[src/rtl/axi_rr_req_arbiter.sv]
`default_nettype none
// =============================================================================
// axi_rr_req_arbiter : round-robin sharing of one AXI master port among NumReq
//                      req/gnt/rvalid requesters; single beat, one outstanding.
// Revision 1.0
// =============================================================================

package ariane_axi;
   localparam int unsigned ID_WIDTH   = 4;
   localparam int unsigned ADDR_WIDTH = 64;
   localparam int unsigned DATA_WIDTH = 64;
   localparam int unsigned USER_WIDTH = 1;

   typedef struct packed {
      logic [ID_WIDTH-1:0]   id;
      logic [ADDR_WIDTH-1:0] addr;
      logic [7:0]            len;
      logic [2:0]            size;
      logic [1:0]            burst;
      logic                  lock;
      logic [3:0]            cache;
      logic [2:0]            prot;
      logic [3:0]            qos;
      logic [3:0]            region;
      logic [5:0]            atop;
      logic [USER_WIDTH-1:0] user;
   } aw_chan_t;

   typedef struct packed {
      logic [DATA_WIDTH-1:0]   data;
      logic [DATA_WIDTH/8-1:0] strb;
      logic                    last;
      logic [USER_WIDTH-1:0]   user;
   } w_chan_t;

   typedef struct packed {
      logic [ID_WIDTH-1:0]   id;
      logic [1:0]            resp;
      logic [USER_WIDTH-1:0] user;
   } b_chan_t;

   typedef struct packed {
      logic [ID_WIDTH-1:0]   id;
      logic [ADDR_WIDTH-1:0] addr;
      logic [7:0]            len;
      logic [2:0]            size;
      logic [1:0]            burst;
      logic                  lock;
      logic [3:0]            cache;
      logic [2:0]            prot;
      logic [3:0]            qos;
      logic [3:0]            region;
      logic [USER_WIDTH-1:0] user;
   } ar_chan_t;

   typedef struct packed {
      logic [ID_WIDTH-1:0]   id;
      logic [DATA_WIDTH-1:0] data;
      logic [1:0]            resp;
      logic                  last;
      logic [USER_WIDTH-1:0] user;
   } r_chan_t;

   typedef struct packed {
      aw_chan_t aw;
      logic     aw_valid;
      w_chan_t  w;
      logic     w_valid;
      logic     b_ready;
      ar_chan_t ar;
      logic     ar_valid;
      logic     r_ready;
   } req_t;

   typedef struct packed {
      logic    aw_ready;
      logic    ar_ready;
      logic    w_ready;
      logic    b_valid;
      b_chan_t b;
      logic    r_valid;
      r_chan_t r;
   } resp_t;
endpackage

module axi_rr_req_arbiter #(
   parameter int unsigned NumReq     = 4,
   parameter int unsigned AddrWidth  = 64,
   parameter int unsigned DataWidth  = 64,
   parameter int unsigned AxiIdWidth = 4,
   parameter type         req_t      = ariane_axi::req_t,
   parameter type         resp_t     = ariane_axi::resp_t
) (
   input  logic                                 clk_i,
   input  logic                                 rst_ni,
   input  logic [NumReq-1:0]                    req_i,
   input  logic [NumReq-1:0]                    we_i,
   input  logic [NumReq-1:0][AddrWidth-1:0]     addr_i,
   input  logic [NumReq-1:0][DataWidth-1:0]     wdata_i,
   input  logic [NumReq-1:0][DataWidth/8-1:0]   be_i,
   output logic [NumReq-1:0]                    gnt_o,
   output logic [NumReq-1:0]                    rvalid_o,
   output logic [DataWidth-1:0]                 rdata_o,
   output logic                                 err_o,
   output req_t                                 axi_req_o,
   input  resp_t                                axi_resp_i
);

   localparam int unsigned IDX_W    = $clog2(NumReq);
   localparam logic [2:0]  AXI_SIZE = 3'($clog2(DataWidth/8));

   typedef enum logic [2:0] {
      ST_IDLE = 3'd0,
      ST_AR   = 3'd1,
      ST_R    = 3'd2,
      ST_AWW  = 3'd3,
      ST_B    = 3'd4
   } state_e;

   state_e                 state_q, state_d;
   logic [IDX_W-1:0]       ptr_q, ptr_d;
   logic [IDX_W-1:0]       win_q, win_d;
   logic [AddrWidth-1:0]   addr_q, addr_d;
   logic [DataWidth-1:0]   wdata_q, wdata_d;
   logic [DataWidth/8-1:0] be_q, be_d;
   logic                   aw_done_q, aw_done_d;
   logic                   w_done_q, w_done_d;
   logic [NumReq-1:0]      rvalid_q, rvalid_d;
   logic [DataWidth-1:0]   rdata_q, rdata_d;
   logic                   err_q, err_d;

   logic [IDX_W-1:0]       arb_idx;
   logic                   arb_found;
   logic                   unused_resp_bits;

   // Scan ptr+1 .. ptr (wrapping); first set request wins.
   always_comb begin : arb_scan
      logic [IDX_W-1:0] cand;
      cand      = '0;
      arb_idx   = '0;
      arb_found = 1'b0;
      for (int unsigned i = 1; i <= NumReq; i++) begin
         cand = IDX_W'((32'(ptr_q) + i) % NumReq);
         if (!arb_found && req_i[cand]) begin
            arb_found = 1'b1;
            arb_idx   = cand;
         end
      end
   end

   always_comb begin : fsm_next
      state_d   = state_q;
      ptr_d     = ptr_q;
      win_d     = win_q;
      addr_d    = addr_q;
      wdata_d   = wdata_q;
      be_d      = be_q;
      aw_done_d = aw_done_q;
      w_done_d  = w_done_q;
      rvalid_d  = '0;
      rdata_d   = rdata_q;
      err_d     = err_q;
      gnt_o     = '0;

      unique case (state_q)
         ST_IDLE: begin
            // The cycle rvalid_o pulses is spent in IDLE without granting.
            if (arb_found && !(|rvalid_q) && rst_ni) begin
               gnt_o[arb_idx] = 1'b1;
               win_d          = arb_idx;
               ptr_d          = arb_idx;
               addr_d         = addr_i[arb_idx];
               wdata_d        = wdata_i[arb_idx];
               be_d           = be_i[arb_idx];
               state_d        = we_i[arb_idx] ? ST_AWW : ST_AR;
            end
         end
         ST_AR: begin
            if (axi_resp_i.ar_ready) state_d = ST_R;
         end
         ST_R: begin
            if (axi_resp_i.r_valid) begin
               rvalid_d[win_q] = 1'b1;
               rdata_d         = axi_resp_i.r.data;
               err_d           = axi_resp_i.r.resp[1];
               state_d         = ST_IDLE;
            end
         end
         ST_AWW: begin
            aw_done_d = aw_done_q | axi_resp_i.aw_ready;
            w_done_d  = w_done_q  | axi_resp_i.w_ready;
            if (aw_done_d && w_done_d) begin
               aw_done_d = 1'b0;
               w_done_d  = 1'b0;
               state_d   = ST_B;
            end
         end
         ST_B: begin
            if (axi_resp_i.b_valid) begin
               rvalid_d[win_q] = 1'b1;
               err_d           = axi_resp_i.b.resp[1];
               state_d         = ST_IDLE;
            end
         end
         default: state_d = ST_IDLE;
      endcase
   end

   always_comb begin : axi_drive
      axi_req_o            = '0;
      axi_req_o.ar_valid   = (state_q == ST_AR);
      axi_req_o.r_ready    = (state_q == ST_R);
      axi_req_o.aw_valid   = (state_q == ST_AWW) && !aw_done_q;
      axi_req_o.w_valid    = (state_q == ST_AWW) && !w_done_q;
      axi_req_o.b_ready    = (state_q == ST_B);

      axi_req_o.ar.id      = AxiIdWidth'(win_q);
      axi_req_o.ar.addr    = addr_q;
      axi_req_o.ar.size    = AXI_SIZE;
      axi_req_o.ar.burst   = 2'b01;
      axi_req_o.ar.cache   = 4'b0010;

      axi_req_o.aw.id      = AxiIdWidth'(win_q);
      axi_req_o.aw.addr    = addr_q;
      axi_req_o.aw.size    = AXI_SIZE;
      axi_req_o.aw.burst   = 2'b01;
      axi_req_o.aw.cache   = 4'b0010;

      axi_req_o.w.data     = wdata_q;
      axi_req_o.w.strb     = be_q;
      axi_req_o.w.last     = 1'b1;
   end

   // Response IDs, last and user are deliberately ignored.
   assign unused_resp_bits = ^{axi_resp_i.r.id, axi_resp_i.r.last, axi_resp_i.r.user,
                               axi_resp_i.r.resp[0], axi_resp_i.b.id, axi_resp_i.b.user,
                               axi_resp_i.b.resp[0]};

   always_ff @(posedge clk_i or negedge rst_ni) begin
      if (!rst_ni) begin
         state_q   <= ST_IDLE;
         ptr_q     <= IDX_W'(NumReq - 1);
         win_q     <= '0;
         addr_q    <= '0;
         wdata_q   <= '0;
         be_q      <= '0;
         aw_done_q <= 1'b0;
         w_done_q  <= 1'b0;
         rvalid_q  <= '0;
         rdata_q   <= '0;
         err_q     <= 1'b0;
      end else begin
         state_q   <= state_d;
         ptr_q     <= ptr_d;
         win_q     <= win_d;
         addr_q    <= addr_d;
         wdata_q   <= wdata_d;
         be_q      <= be_d;
         aw_done_q <= aw_done_d;
         w_done_q  <= w_done_d;
         rvalid_q  <= rvalid_d;
         rdata_q   <= rdata_d;
         err_q     <= err_d;
      end
   end

   assign rvalid_o = rvalid_q;
   assign rdata_o  = rdata_q;
   assign err_o    = err_q;

endmodule

`default_nettype wire

[config.mk]
export PLATFORM = sky130hd
export DESIGN_NAME = axi_rr_req_arbiter
export DESIGN_NICKNAME = d
export VERILOG_FILES = /design/src/rtl/axi_rr_req_arbiter.sv
export SDC_FILE = /design/constraint.sdc
export NUM_CORES = 1
export LEC_CHECK = 0
export CORE_AREA = 2 2 381 383
export CTS_CLUSTER_SIZE = 40
export DETAILED_ROUTE_END_ITERATION = 12
export DIE_AREA = 0 0 383 385
export PLACE_DENSITY_LB_ADDON = 0.05
export SLEW_MARGIN = 5
export SYNTH_ARGS = -nofsm -noshare
export SYNTH_HDL_FRONTEND = slang
export SYNTH_SLANG_ARGS = --single-unit
[constraint.sdc]
create_clock -name clk_i -period 3.1 [get_ports clk_i]
set_input_delay 0.62 -clock clk_i [delete_from_list [all_inputs] [get_ports clk_i]]
set_output_delay 0.62 -clock clk_i [all_outputs]
set_load 0.03 [all_outputs]
### After elaboration in Yosys (flattened, before gate mapping)

Index checks and enable logic that the tools add are counted.

* bits in registers: 214
* latch bits: 0
* memory bits (writable): 0
* bits in read-only memories: 0
* input bits: 638
* output and inout bits: 354
* logic and storage cells: 102
* memories kept: 0

* add/sub/neg operators: 4
* multipliers: 0
* divide/modulo/power cells: 0
* $lt $le $gt $ge: 8
* equal/unequal tests: 9
* shift-type cells: 0
* mux-type cells: 45
* bitwise operators: 2
* reductions and logical operators: 23

Operators by type and width (count)
* binary-select mux 64 bit (select 2 bit): 2
* two-way mux 64 bit: 2
* less-than comparator 2 x 3 -> 1 bit, second input constant: 6
* binary-select mux 8 bit (select 2 bit): 1
* two-way mux 4 bit: 4
* two-way mux 1 bit: 15
* two-way mux 3 bit: 5
* case mux 3 bit (5 select lines): 1
* binary-select mux 1 bit (select 2 bit): 5
* logical AND 1 bit: 10
* two-way mux 2 bit: 5
* two-way mux 8 bit: 1
* case mux 4 bit (2 select lines): 1
* == test 3 x 2 -> 1 bit, second input constant: 2
* logical NOT 1 bit: 6
* inequality test 2 x 1 -> 1 bit, second input constant: 3
* AND reduction 5 bit: 1
* adder 2 x 1 -> 2 bit, second input constant: 2
* adder 2 bit, second input constant: 2
* demux 1 bit (select 2 bit): 2
* >= comparator 2 x 1 -> 1 bit, second input constant: 2
* inequality test 2 bit, second input constant: 2
* AND reduction 2 bit: 2
* OR reduction 4 bit: 1
* other kinds (7): 8

### Logic depth before layout (Yosys ltp)

* depth after elaboration: 19
* mapped depth: 8
* mapped depth without buffers: 5

### Worst setup path after synthesis

Ideal clock, no wire load.

* kind: register to output
* from: register rvalid_q[1], in the netlist rvalid_o[1]
* to: output gnt_o[0]
* data arrival time: 2.066 ns
* required time: 2.480 ns
* slack: 0.414 ns
* stages on the path, launching flop included: 7
* cells stage by stage: dfrtp_1 nor4_1 nand3_1 or4_4 buf_6 buf_6 nor3_2

* cells in the longest elaborated chain, start to end: 6

RTL lines
* start: declaration: line 128 `logic [NumReq-1:0] rvalid_q, rvalid_d;`
* start signal: assignment: line 261 `rvalid_q <= rvalid_d;`
* OR reduction 4 bit: line 168 `if (arb_found && !(|rvalid_q) && rst_ni) begin`
* logical NOT 1 bit: line 168
* logical AND 1 bit (2 in series): line 168
* two-way mux 4 bit: line 168
* two-way mux 4 bit: line 165 `unique case (state_q)`
* end: declaration: line 101 `output logic [NumReq-1:0] gnt_o,`

No other way between the ends.

### Worst setup path after layout

* from: register rvalid_q[1], in the netlist rvalid_o[1]
* to: output gnt_o[1]

The elaborated chain is that of the path after synthesis.

==> impl_results.md <==
- Status: completed
- Yosys warning total: 0
- Die width: 383 µm
- Mux share of post-synthesis cell area: 26.94%
- Core Box Area: 0.1431 mm²
- Commonest cells after routing, fill and taps aside: 899 x clkdlybuf4s50_1, 272 x mux2i_1, 212 x dfrtp_1, 147 x nand2_1, 123 x o221ai_1
- Iteration-0 DRC count of the detailed router: 346
- Synth Flop Type: dfrtp_1
- Slew Viols, Final: 0
- Final net count: 2635
- # DRC: 0
- Reg-to-reg endpoint: wdata_q[0]$_DFFE_PN0P_
- Starting Density: 8.929%
- HPWL after detailed placement: 68790 µm
- GR Overflow Total: 0
- Synth async-reset ratio: 100.0%
- Global route hottest layer: met2
- Worst r2r src: rvalid_o[1]$_DFF_PN0_
- Slew HR: 37.97%
- Peak supply drop: 0.0003679 V
- Clock Sink Count: 214
- DRT Pass-1 Iters: 4
- Cell area power density: 966.4 mW/mm²
- Critical Path End: gnt_o[1]
- R2R depth: 8
- Largest net degree at the start of global routing: 94
- Sequential area share after synthesis: 41.92%
- CTS tree: done
- Final Hold Vio Count: 0
- Routed WL per cell: 21.69 µm
- Minimum clock period: 3.048 ns
- Die area: 0.1475 mm²
- Unrepaired setup endpoints after global routing: yes
- WP data required: 2.48 ns
- CP startpoint: rvalid_o[1]$_DFF_PN0_
- Port bufs: 906
- Clk root buf: clkbuf_16
- H-Tree Depth: 2
- Mapped cell area: 0.01278 mm²
- Post-synth EDFFs: 0
- Synth Area in Simple Gates: 6.550%
- Grt met2 use: 20.35%
- Vias in the first global route: 13791
- Crit share post-route: 98.34%
- Placed Cells: 3856
- Area Growth Syn to Fin: 97.12%
- XOR/XNOR Fraction of Synth Area: 0%
- Gr usage total: 11.09%
- Fin Clk Skew: 0.04000 ns
- Chip height: 385 µm
- # setup viols final: 0
- Vias per cell: 3.178
- Seq. cell area: 0.005358 mm²
- Max_cap viols: 0
- Initial antenna violation count: 36
- Clk_lat worst skew: 0.61 ns
- CP max FO: 6
- GR Util met1: 11.35%
- I/O Pins: 992
- Detailed Route WL: 85510 µm
- Most common cell after layout, fill and taps aside: clkdlybuf4s50_1
- Longest Clk Path Bufs: 3
- Crit path capture type: output pin
- Setup WS pre-CTS: -0.03567 ns
- Num CTS Buffers: 39
- Clk pin slew, worst setup/hold paths: 0.06 ns
- Cells after Synth: 1133
- First-pass GRT wire length: 114000 µm
- Count of state elements after synthesis: 214
- Avg Cell Area, Syn: 11.28 µm²
- Crit Path Category: register to output pin
- DRT antenna net count: 0
- DR vias: 12532
- Worst hold path class: primary input to async pin
- Num rows: 139
- R2R setup slack: 0.48 ns
- Largest family of logic cells by synthesized area: multiplexers
- Startpoint types: register
- Lkg Pwr: 10.27 nW
- Worst Tran Pin Value: 0.9304 ns
- Met3 global-route usage: 5.203%
- CP arrival: 2.43 ns
- Share of cells above drive strength 1: 11.34%
- Hold buffers post-CTS: 0
- Multi-input combinational cell area: 0.006058 mm²
- Gpl congestion: 0.7383
- Fmax: 0.3280 GHz
- Post-route setup slack: 0.05154 ns
- Netlist cell types: 47
- Final Non-Filler Cells: 3943
- Placed Area: 0.02379 mm²
- Design Area, Final: 0.02519 mm²
- Post-Synth Adder-Cell Area: 0%
- Synth Area in Compound Gates: 11.33%
- FILL cells: 15782
## critical path: stages, from the launching register on
cell,delay [ns]
dfrtp_1,0.40
nor4_4,0.37
nand3_1,0.14
or4_4,0.52
nor3_4,0.23
buf_12,0.15
## synth_stat cells (2+ instances only)
cell / n / area (µm²)
dfrtp_1: 212 / 5305
o21ai_1: 3 / 15.01
inv_1: 6 / 22.52
nand2_1: 147 / 551.8
nor2_1: 16 / 60.06
buf_6: 17 / 191.4
a211oi_1: 3 / 22.52
conb_1: 2 / 7.510
nand2b_1: 2 / 12.51
clkbuf_1: 3 / 11.26
a21oi_1: 5 / 25.02
o221ai_2: 13 / 195.2
buf_4: 176 / 1321
o21a_1: 2 / 15.01
nor2b_1: 3 / 18.77
mux2i_1: 272 / 2723
and2_1: 2 / 12.51
buf_2: 28 / 140.1
dfstp_2: 2 / 52.55
o221ai_1: 123 / 1077
o21ai_0: 3 / 15.01
mux2_2: 64 / 720.7
nor3_2: 5 / 50.05
## cell families after synthesis
group	count (synthesis)
simple gates	190
other cells	2
flops	214
buf+inv	230
compound gates	161
mux	336
## power breakdown
group | total [W] | switching, W | internal [W]
logic | 0.0145 | 0.00812 | 0.00639
clock network | 0.00461 | 0.00186 | 0.00274
registers | 0.00523 | 0.00106 | 0.00417
## per-stage QoR
| step | utilization, % | setup TNS [ns] | total power [W] | hold WS (ns) |
|---|---|---|---|---|
| after floorplan | - | 0 | 0.01367 | 0.3244 |
| after global placement | 16.62 | 0 | 0.02013 | 0.4706 |
| after detailed placement | 16.62 | -0.3782 | 0.02012 | 0.4720 |
| after CTS | 17.57 | -0.2624 | 0.02509 | 0.1153 |
| after global routing | 17.59 | -0.3668 | 0.02590 | 0.1439 |
| final | 17.60 | 0 | 0.02434 | 0.1270 |
## state kept, by name (all words and copies together) (netlist names)
signal,cells
addr_q,64
aw_done_q,1
be_q,8
err_o,1
ptr_q,2
rdata_o,64
rvalid_o,4
state_q,3
w_done_q,1
wdata_q,64
win_q,2
## final cells by class
type                       count  share of cell area (%)
clock buffer                  61                   4.559
antenna                       12                  0.1192
tap                         1903                   9.452
sequential                   214                   21.27
clock inverter                11                  0.6606
multi-input combinational    759                   24.05
timing repair buffer         977                   39.80
inverter                       6                 0.08940
## layer usage
metal	vias to the layer above	wire length (µm)
li1	5722	-
met4	42	1489
met2	611	44550
met1	6045	30630
met3	112	8582
met5	-	258
## timing repair
| item | 4_1_cts | 5_1_grt |
|---|---|---|
| endpoints found under the setup margin | 5 | 5 |
| pin swaps | 1 | 0 |
| gates resized for setup | 5 | 3 |
| buffers inserted | 3 | 0 |
## worst min-delay path by stage
stage / from / endpoint / slack [ns] / depth (start not counted)
2_1_floorplan: rst_ni / addr_q[0]$_DFFE_PN0P_ / 0.32 / 0
3_3_place_gp: be_q[6]$_DFFE_PN0P_ / be_q[6]$_DFFE_PN0P_ / 0.47 / 2
3_5_place_dp: wdata_q[5]$_DFFE_PN0P_ / wdata_q[5]$_DFFE_PN0P_ / 0.47 / 2
4_1_cts: rst_ni / rdata_o[43]$_DFFE_PN0P_ / 0.12 / 2
5_1_grt: rst_ni / wdata_q[30]$_DFFE_PN0P_ / 0.14 / 2
6_report: rst_ni / wdata_q[30]$_DFFE_PN0P_ / 0.13 / 2
(Power assumes the default switching activity.)
